`src/rtl/pipe_pkg.sv`:
```
// Shared pipeline widths and the field layout of the decode/execute boundary.
// The layout is used wherever an ID/EX control word or payload is packed or unpacked.
package pipe_pkg;

    localparam int WB_W       = 2;
    localparam int M_W        = 3;
    localparam int EX_W       = 4;
    localparam int REG_ADDR_W = 5;
    localparam int WORD_W     = 32;

    localparam int ID_EX_CTRL_W = WB_W + M_W + EX_W;
    localparam int ID_EX_DATA_W = 3 * REG_ADDR_W + 4 * WORD_W;

    // Control word, LSB first: EX, M, WB.
    localparam int CTRL_EX_LSB = 0;
    localparam int CTRL_M_LSB  = CTRL_EX_LSB + EX_W;
    localparam int CTRL_WB_LSB = CTRL_M_LSB + M_W;

    // Payload, LSB first: imm, data2, data1, pc+4, rd, rt, rs.
    localparam int DATA_IMM_LSB   = 0;
    localparam int DATA_DATA2_LSB = DATA_IMM_LSB + WORD_W;
    localparam int DATA_DATA1_LSB = DATA_DATA2_LSB + WORD_W;
    localparam int DATA_PC4_LSB   = DATA_DATA1_LSB + WORD_W;
    localparam int DATA_RD_LSB    = DATA_PC4_LSB + WORD_W;
    localparam int DATA_RT_LSB    = DATA_RD_LSB + REG_ADDR_W;
    localparam int DATA_RS_LSB    = DATA_RT_LSB + REG_ADDR_W;

    typedef enum logic [1:0] {
        ST_EMPTY = 2'd0,
        ST_ONE   = 2'd1,
        ST_FULL  = 2'd2
    } stage_state_t;

    function automatic logic [ID_EX_CTRL_W-1:0] pack_id_ex_ctrl(
        input logic [WB_W-1:0] wb,
        input logic [M_W-1:0]  m,
        input logic [EX_W-1:0] ex
    );
        return {wb, m, ex};
    endfunction

    function automatic logic [ID_EX_DATA_W-1:0] pack_id_ex_data(
        input logic [REG_ADDR_W-1:0] rs,
        input logic [REG_ADDR_W-1:0] rt,
        input logic [REG_ADDR_W-1:0] rd,
        input logic [WORD_W-1:0]     pc4,
        input logic [WORD_W-1:0]     data1,
        input logic [WORD_W-1:0]     data2,
        input logic [WORD_W-1:0]     imm
    );
        return {rs, rt, rd, pc4, data1, data2, imm};
    endfunction

endpackage

```
`src/rtl/pipe_entry.sv`:
```
// One pipeline slot: valid flag, control word and payload with load/clear.
// Clear drops the instruction and zeroes control but keeps the payload bits.
module pipe_entry #(
    parameter int CTRL_W = 9,
    parameter int DATA_W = 143
) (
    input  logic              clock,
    input  logic              reset,
    input  logic              load,
    input  logic              clear,
    input  logic [CTRL_W-1:0] load_ctrl,
    input  logic [DATA_W-1:0] load_data,
    output logic              valid,
    output logic [CTRL_W-1:0] ctrl,
    output logic [DATA_W-1:0] data
);

    logic              valid_reg;
    logic [CTRL_W-1:0] ctrl_reg;
    logic [DATA_W-1:0] data_reg;

    always_ff @(posedge clock or posedge reset) begin
        if (reset) begin
            valid_reg <= 1'b0;
            ctrl_reg  <= '0;
            data_reg  <= '0;
        end else if (clear) begin
            valid_reg <= 1'b0;
            ctrl_reg  <= '0;
        end else if (load) begin
            valid_reg <= 1'b1;
            ctrl_reg  <= load_ctrl;
            data_reg  <= load_data;
        end
    end

    assign valid = valid_reg;
    assign ctrl  = ctrl_reg;
    assign data  = data_reg;

endmodule

```
`src/rtl/id_ex_pipe_stage.sv`:
```
// Valid/ready interstage register with flush-to-bubble and an optional skid slot
// so that in_ready can come straight from a flop.
module id_ex_pipe_stage
    import pipe_pkg::*;
#(
    parameter int CTRL_W = ID_EX_CTRL_W,
    parameter int DATA_W = ID_EX_DATA_W,
    parameter bit SKID   = 1'b1
) (
    input  logic              clock,
    input  logic              reset,
    input  logic              flush,
    input  logic              in_valid,
    output logic              in_ready,
    input  logic [CTRL_W-1:0] in_ctrl,
    input  logic [DATA_W-1:0] in_data,
    output logic              out_valid,
    input  logic              out_ready,
    output logic [CTRL_W-1:0] out_ctrl,
    output logic [DATA_W-1:0] out_data,
    output logic [1:0]        occupancy
);

    stage_state_t state_reg, state_next;
    logic         ready_reg;

    logic              accept, consume;
    logic              main_load, main_clear, main_from_skid;
    logic              skid_load, skid_clear;
    logic              main_valid, skid_valid;
    logic [CTRL_W-1:0] main_ctrl, skid_ctrl, main_ctrl_next;
    logic [DATA_W-1:0] main_data, skid_data, main_data_next;

    assign accept  = in_valid & in_ready;
    assign consume = main_valid & out_ready;

    always_ff @(posedge clock or posedge reset) begin
        if (reset) begin
            state_reg <= ST_EMPTY;
            ready_reg <= 1'b1;
        end else begin
            state_reg <= state_next;
            ready_reg <= (state_next != ST_FULL);
        end
    end

    // Flush wins over everything, including an accept in the same cycle.
    always_comb begin
        state_next     = state_reg;
        main_load      = 1'b0;
        main_clear     = 1'b0;
        main_from_skid = 1'b0;
        skid_load      = 1'b0;
        skid_clear     = 1'b0;
        if (flush) begin
            state_next = ST_EMPTY;
            main_clear = 1'b1;
            skid_clear = 1'b1;
        end else begin
            case (state_reg)
                ST_EMPTY: begin
                    if (accept) begin
                        main_load  = 1'b1;
                        state_next = ST_ONE;
                    end
                end
                ST_ONE: begin
                    if (accept && consume) begin
                        main_load = 1'b1;
                    end else if (accept && SKID) begin
                        skid_load  = 1'b1;
                        state_next = ST_FULL;
                    end else if (consume) begin
                        main_clear = 1'b1;
                        state_next = ST_EMPTY;
                    end
                end
                ST_FULL: begin
                    // in_ready is low here, so the skid entry drains before newer input.
                    if (consume) begin
                        main_load      = 1'b1;
                        main_from_skid = 1'b1;
                        skid_clear     = 1'b1;
                        state_next     = ST_ONE;
                    end
                end
                default: begin
                    state_next = ST_EMPTY;
                    main_clear = 1'b1;
                    skid_clear = 1'b1;
                end
            endcase
        end
    end

    assign main_ctrl_next = main_from_skid ? skid_ctrl : in_ctrl;
    assign main_data_next = main_from_skid ? skid_data : in_data;

    pipe_entry #(.CTRL_W(CTRL_W), .DATA_W(DATA_W)) u_main (
        .clock     (clock),
        .reset     (reset),
        .load      (main_load),
        .clear     (main_clear),
        .load_ctrl (main_ctrl_next),
        .load_data (main_data_next),
        .valid     (main_valid),
        .ctrl      (main_ctrl),
        .data      (main_data)
    );

    generate
        if (SKID) begin : g_skid
            pipe_entry #(.CTRL_W(CTRL_W), .DATA_W(DATA_W)) u_skid (
                .clock     (clock),
                .reset     (reset),
                .load      (skid_load),
                .clear     (skid_clear),
                .load_ctrl (in_ctrl),
                .load_data (in_data),
                .valid     (skid_valid),
                .ctrl      (skid_ctrl),
                .data      (skid_data)
            );
            // Gating with reset keeps in_ready low while reset is held.
            assign in_ready = ready_reg & ~reset;
        end else begin : g_noskid
            assign skid_valid = 1'b0;
            assign skid_ctrl  = '0;
            assign skid_data  = '0;
            assign in_ready   = (~main_valid | out_ready) & ~reset;
        end
    endgenerate

    assign out_valid = main_valid;
    assign out_ctrl  = main_valid ? main_ctrl : '0;
    assign out_data  = main_data;
    assign occupancy = {1'b0, main_valid} + {1'b0, skid_valid};

endmodule

```
`config.mk`:
```
export PLATFORM = sky130hd
export DESIGN_NAME = id_ex_pipe_stage
export DESIGN_NICKNAME = d
export VERILOG_FILES = /design/src/rtl/pipe_pkg.sv /design/src/rtl/pipe_entry.sv /design/src/rtl/id_ex_pipe_stage.sv
export SDC_FILE = /design/constraint.sdc
export NUM_CORES = 1
export LEC_CHECK = 0
export ABC_CLOCK_PERIOD_IN_PS = 12600
export BUFFER_PORTS_ARGS = -buffer_cell sky130_fd_sc_hd__clkbuf_2
export CORE_ASPECT_RATIO = 0.8
export CORE_UTILIZATION = 39
export DETAILED_ROUTE_END_ITERATION = 6
export GPL_ROUTABILITY_DRIVEN = 0
export SYNTH_ARGS = -nofsm -noshare
export SYNTH_HDL_FRONTEND = slang
export SYNTH_HIERARCHICAL = 1
export SYNTH_SLANG_ARGS = --single-unit
```
`constraint.sdc`:
```
create_clock -name clock -period 12.6 [get_ports clock]
set_clock_uncertainty 0.1 [all_clocks]
set_input_delay 1.26 -clock clock [delete_from_list [all_inputs] [get_ports clock]]
set_output_delay 1.26 -clock clock [all_outputs]
set_load 0.02 [all_outputs]
```
==> flow_summary.toml, run 1 <==
[sta]
worst_pin_slew_ps = 1095
max_freq_mhz = 196.5
period_needed_ps = 5088
rsz0062_at_grt = "no"
timing.final.setup_violations = 0
fin_tns_setup_ps = 0
finalHoldViolations = 0
slew_headroom_pct = 26.98
finalMaxSlewViolations = 0
finalCritPeriodShare_pct = 40.38

[layout]
area_growth_pct = 21.87
nets = 1342
final_layout_size_suffix_gt1_share_pct = 61.56
post-route-util_pct = 48.79
diodes = 0
instances_no_fill = 1679

[cts]
cts_setup_buffers = 0
worstSkewPairLatency_ps = 510
cts_tree = "done"
ctsLongestPathBuffers = 3
clk_pin_slew_ps = 60
cts.repair.resized = 0
cts_hold_buf = 0
cts_buffers = 35
htreeDepth = 2
cts_num_sinks = 309
cts_root_buf = "clkbuf_16"

[floorplanning]
start_util_pct = 40.03
coreArea_um2 = 35190
rows = 61
die_h_um = 172.0
die-area_um2 = 36890
num_io_pins = 313
die_w_um = 214.5

[synthesis]
synth_ff_type = "dfrtp_1"
synth_area_um2 = 14090
synth_edf_count = 0
synth_seq_area_share_pct = 54.90
synth_seq_cells = 309
synth_fp_nets = 1035
yosys-top-cells-area = "dfrtp_1, mux2_2, mux2_4, mux2_1, mux2i_1"
syn-instance-count = 877
ys_types = 29
yosys_warnings = 6
yosysTopAreaCell = "dfrtp_1"
avgSynthCellArea_um2 = 16.06
async_flop_share_pct = 100.0
synth_top_area_share_pct = 54.72
synth.most_common_cell = "dfrtp_1"
synth_common_cells = "dfrtp_1, mux2_2, mux2_4"

[power_and_ir_drop]
seqPwrFrac_pct = 43.4
p_comb_share_pct = 22.7
p_sw_share_pct = 28.41
internal_power_w = 0.002193
switching_power_w = 0.0008703
powerDensity_nw_per_um2 = 178.4
p_clk_share_pct = 33.9
power_leakage_nw = 8.220
peakVddDrop_mv = 0.1169

[drt]
dr.pass1.iters = 4
drcViolationCount = 0
wl_per_cell_um = 19.03
drt-initial-drc-count = 373
vias = 8123
finalWirelength_mm = 31.96
antenna_left = 0
vias_per_cell = 4.838

[worst_setup_path]
cp.arrival_ps = 5380
r2r_cells = 6
slowest_stage = "nor2b_4"
cp.depth = 7
critPathKind = "input pin to register"
path_buf_inv = 2
cpLargestDelayFamily = "simple AND/OR/NAND/NOR gates"
slowest_delay_ps = 1000
end_kind = "register"
r2r-start = "ready_reg$_DFF_PP1_"
crit_start = "reset"
crit_fanout = 58
crit_chain = "clkbuf_2, nor4bb_1, nand2_1, nor3_2, nor2b_4, buf_4, mux2_2"
cp.required_ps = 12900
start_kind = "input pin"

[grt]
grt_pass1_vias = 8384
antenna_found_initial = 3
grt_max_degree = 126
grt_usage_pct = 17.37
grt_pass1_wl_mm = 50.43
overflow = 0

[job]
max_cap_viol_count = 0

[worst_hold_path]
hold_path.startpoint = "g_skid.u_skid/data[1]$_DFFE_PP0P_"
holdPathStages = 1
hold_class = "register to register"

[place]
dp_cells = 1619
dp_hpwl_mm = 20.64
port_buffers = 312

[outcome]
status = "complete, no violations"
final timing paths:
path	endpoint	slack, ps
max	g_skid.u_skid/data[67]$_DFFE_PP0P_	7510
min	g_skid.u_skid/data[1]$_DFFE_PP0P_	400
max reg2reg	g_skid.u_skid/data[67]$_DFFE_PP0P_	7930
min reg2reg	g_skid.u_skid/data[1]$_DFFE_PP0P_	400
max in group asynchronous	u_main/data[46]$_DFFE_PP0P_	10310
min in group asynchronous	state_reg[0]$_DFF_PP0_	650
final cells by class:
| class | instances | area, µm² |
|---|---|---|
| inverters | 3 | 21.27 |
| multi-input cells | 511 | 5967 |
| well taps | 472 | 590.6 |
| flip-flops and latches | 309 | 7734 |
| clock buffers | 58 | 1155 |
| clock inverters | 2 | 35.03 |
| fillers | 3126 | 18020 |
| repair buffers | 324 | 1664 |
logic make-up after synthesis:
| kind of cell | after synthesis | share of synthesized area [%] |
|---|---|---|
| multiplexers | 456 | 40.02 |
| adder cells (fa/ha/maj) | 1 | 0.08881 |
| flip-flops | 309 | 54.90 |
| buffers and inverters | 57 | 2.878 |
| AND/OR/NAND/NOR | 46 | 1.732 |
| AO/OA/AOI/OAI | 8 | 0.3731 |
routing by layer:
metal / routed length [µm] / vias up / share of wire [%] / global-route usage, %
met2: 13650 / 212 / 43 / 24.79
met4: 499 / 4 / 1.6 / 4.348
met3: 2513 / 43 / 7.9 / 6.315
met5: 22 / - / 0.069 / 0
li1: - / 3754 / - / -
met1: 15270 / 4110 / 48 / 24.80
stage by stage:
stage	power, W	cell area (µm²)	hold slack, ps	setup slack (ps)
4_1_cts	0.003108	17170	404.7	7510
6_report	0.003063	17170	402.1	7512
2_1_floorplan	0.001788	14090	364.0	7119
5_1_grt	0.003208	17170	412.7	7185
3_3_place_gp	0.002028	15980	383.4	7000
3_5_place_dp	0.002043	15980	389.6	6961
power groups by stage:
stage               Sequential [W]  Clock, W  Combinational [W]
floorplan                  0.00149         0           0.000301
global placement           0.00134         0           0.000691
detailed placement         0.00134         0           0.000699
CTS                        0.00133   0.00107           0.000702
global route               0.00136   0.00111           0.000740
finish                     0.00133   0.00104           0.000694
cells in the final DEF, fill, tap and decap left out, types with 2 or more instances in the layout:
cell	Yosys	routed
dfrtp_1	308	308
inv_6	0	2
a21o_1	2	2
and2_1	9	9
buf_4	11	11
nor2b_4	0	2
nand2b_1	3	3
mux2_4	140	140
o21ai_0	2	2
nor2_1	22	22
nand2_1	2	2
mux2_2	218	218
clkbuf_1	3	6
clkbuf_8	0	15
nor2b_1	4	2
mux2_1	80	80
mux2i_1	18	18
clkbuf_16	0	37
clkbuf_2	0	312
No activity file was read; power rests on OpenSTA's default activity.
==> inputs of run 2 (changes only) <==
- ABC_CLOCK_PERIOD_IN_PS: 12600 -> 4600
- clock period: 12.6 -> 4.6 ns (I/O delays scaled with it)
==> run 2 against run 1 <==
Compared with the run above:
- total power increased to 2.7 times the previous value
- sequential share of layout area down 0.43 points
- first-iteration DRC count up 3.8%
- final area is 0.97% higher
- worst setup slack got worse by 6300 ps
- count of clock-buffer cells in the layout fell by 5
- combinational power grew to 2.8 times the previous value
- cell count up 0.66%
- clock power grew to 2.7 times the previous value
- core utilization grew 0.47 points
- hold slack worse by 320 ps
- critical path type unchanged
- largest cell class unchanged
==> flow_summary.toml, run 2 (same netlist as run 1, synthesis figures left out) <==
[outcome]
status = "complete, no violations"

[drt]
vias = 8243
dr.max_layer_used = "met5"
vias_per_cell = 4.878
dr_wl_met2_mm = 14.15
met1Wirelength_mm = 15.34
met3_length_mm = 2.149
drcViolationCount = 0
dr.pass1.iters = 4
finalWirelength_mm = 32.33
wl_per_cell_um = 19.13
antenna_left = 0
drt-initial-drc-count = 387

[floorplanning]
coreArea_um2 = 35190
die_w_um = 214.5
rows = 61
num_io_pins = 313
die-area_um2 = 36890
die_h_um = 172.0
start_util_pct = 40.03

[worst_setup_path]
cp.required_ps = 4880
crit_fanout = 57
r2r_cells = 7
start_kind = "input pin"
crit_start = "reset"
r2r_end = "g_skid.u_skid/data[107]$_DFFE_PP0P_"
end_kind = "register"
critPathKind = "input pin to register"
rrSetupSlack_ps = 1390
r2r-start = "ready_reg$_DFF_PP1_"
cp.arrival_ps = 3630

[grt]
grt_usage_pct = 17.46
antenna_found_initial = 3
overflow = 0
grt_pass1_wl_mm = 50.80
grt_max_degree = 79
grt_pass1_vias = 8566

[layout]
multi_input_area_um2 = 5967
area_growth_pct = 23.05
stdcell_area_um2 = 17330
final_layout_size_suffix_gt1_share_pct = 61.25
post-route-util_pct = 49.26
register_area_um2 = 7734
nets = 1351
n_fill_cell = 3083
diodes = 0
layout_commonest_cell = "clkbuf_2"
layout.cells.most_common_list = "clkbuf_2, dfrtp_1, mux2_2"

[sta]
layout_setup_ws_ps = 1254
rsz0062_at_grt = "no"
worst_hold_slack_ps = 85.41
max_freq_mhz = 298.9
finalCritPeriodShare_pct = 72.74
finalHoldViolations = 0
period_needed_ps = 3346
slew_headroom_pct = 41.66
worst_pin_slew_ps = 873.3
timing.final.setup_violations = 0
finalMaxSlewViolations = 0
fin_tns_setup_ps = 0

[cts]
cts_hold_buf = 1
cts_setup_buffers = 0
cts_buffers = 34
cts.repair.resized = 0
clk_pin_slew_ps = 60
cts_num_sinks = 309
worstSkewPairLatency_ps = 520
cts_root_buf = "clkbuf_16"
ctsLongestPathBuffers = 3
htreeDepth = 2
cts_tree = "done"

[place]
port_buffers = 312
place_ws_ps = 1299
place_area_um2 = 16170
dp_hpwl_mm = 21.21

[worst_hold_path]
hold_path.startpoint = "in_data[46]"
hold_class = "input pin to register"
min_to = "g_skid.u_skid/data[46]$_DFFE_PP0P_"
holdPathStages = 2

[job]
max_cap_viol_count = 0

[power_and_ir_drop]
powerDensity_nw_per_um2 = 484.2
peakVddDrop_mv = 0.2866
power_leakage_nw = 8.271
run 2: cell type report:
type	instances	share of cell area, %
clock buffers	53	5.862
multi-input cells	511	34.43
inverters	3	0.1083
clock inverters	8	0.8085
well taps	472	3.407
flip-flops and latches	309	44.62
repair buffers	334	10.77
run 2: worst max path at each step:
stage	endpoint	depth (start not counted)
after floorplan	g_skid.u_skid/ctrl[0]$_DFFE_PP0P_	1
after CTS	g_skid.u_skid/data[68]$_DFFE_PP0P_	9
after global routing	g_skid.u_skid/data[68]$_DFFE_PP0P_	9
final	g_skid.u_skid/data[107]$_DFFE_PP0P_	9
after global placement	g_skid.u_skid/data[66]$_DFFE_PP0P_	8
after detailed placement	g_skid.u_skid/data[68]$_DFFE_PP0P_	8
run 2: critical path, stage by stage:
cell	delay (ps)
dlygate4sd3_1	530
clkbuf_2	180
nor4bb_1	500
nand2_1	190
nor3_2	120
buf_4	250
nor2b_4	510
buf_12	410
mux2_4	350
run 2: layer usage:
metal  global-route usage, %  up-vias
li1                        -     3774
met1                   24.66     4198
met2                   25.65      210
met3                   5.611       55
met4                   4.783        6
met5                       0        -
run 2: power breakdown:
| group | total, W | switching, W | internal (W) | leakage [nW] |
|---|---|---|---|---|
| clock network | 0.00284 | 0.00109 | 0.00174 | 0.565 |
| logic | 0.00192 | 0.000974 | 0.000943 | 3.76 |
| registers | 0.00364 | 0.000322 | 0.00331 | 3.94 |
run 2: stage by stage:
stage | total power [W] | std cells
floorplan | 0.004897 | 877
global placement | 0.005563 | 1628
detailed placement | 0.005611 | 1628
CTS | 0.008514 | 1690
global route | 0.008794 | 1690
finish | 0.008392 | 1690
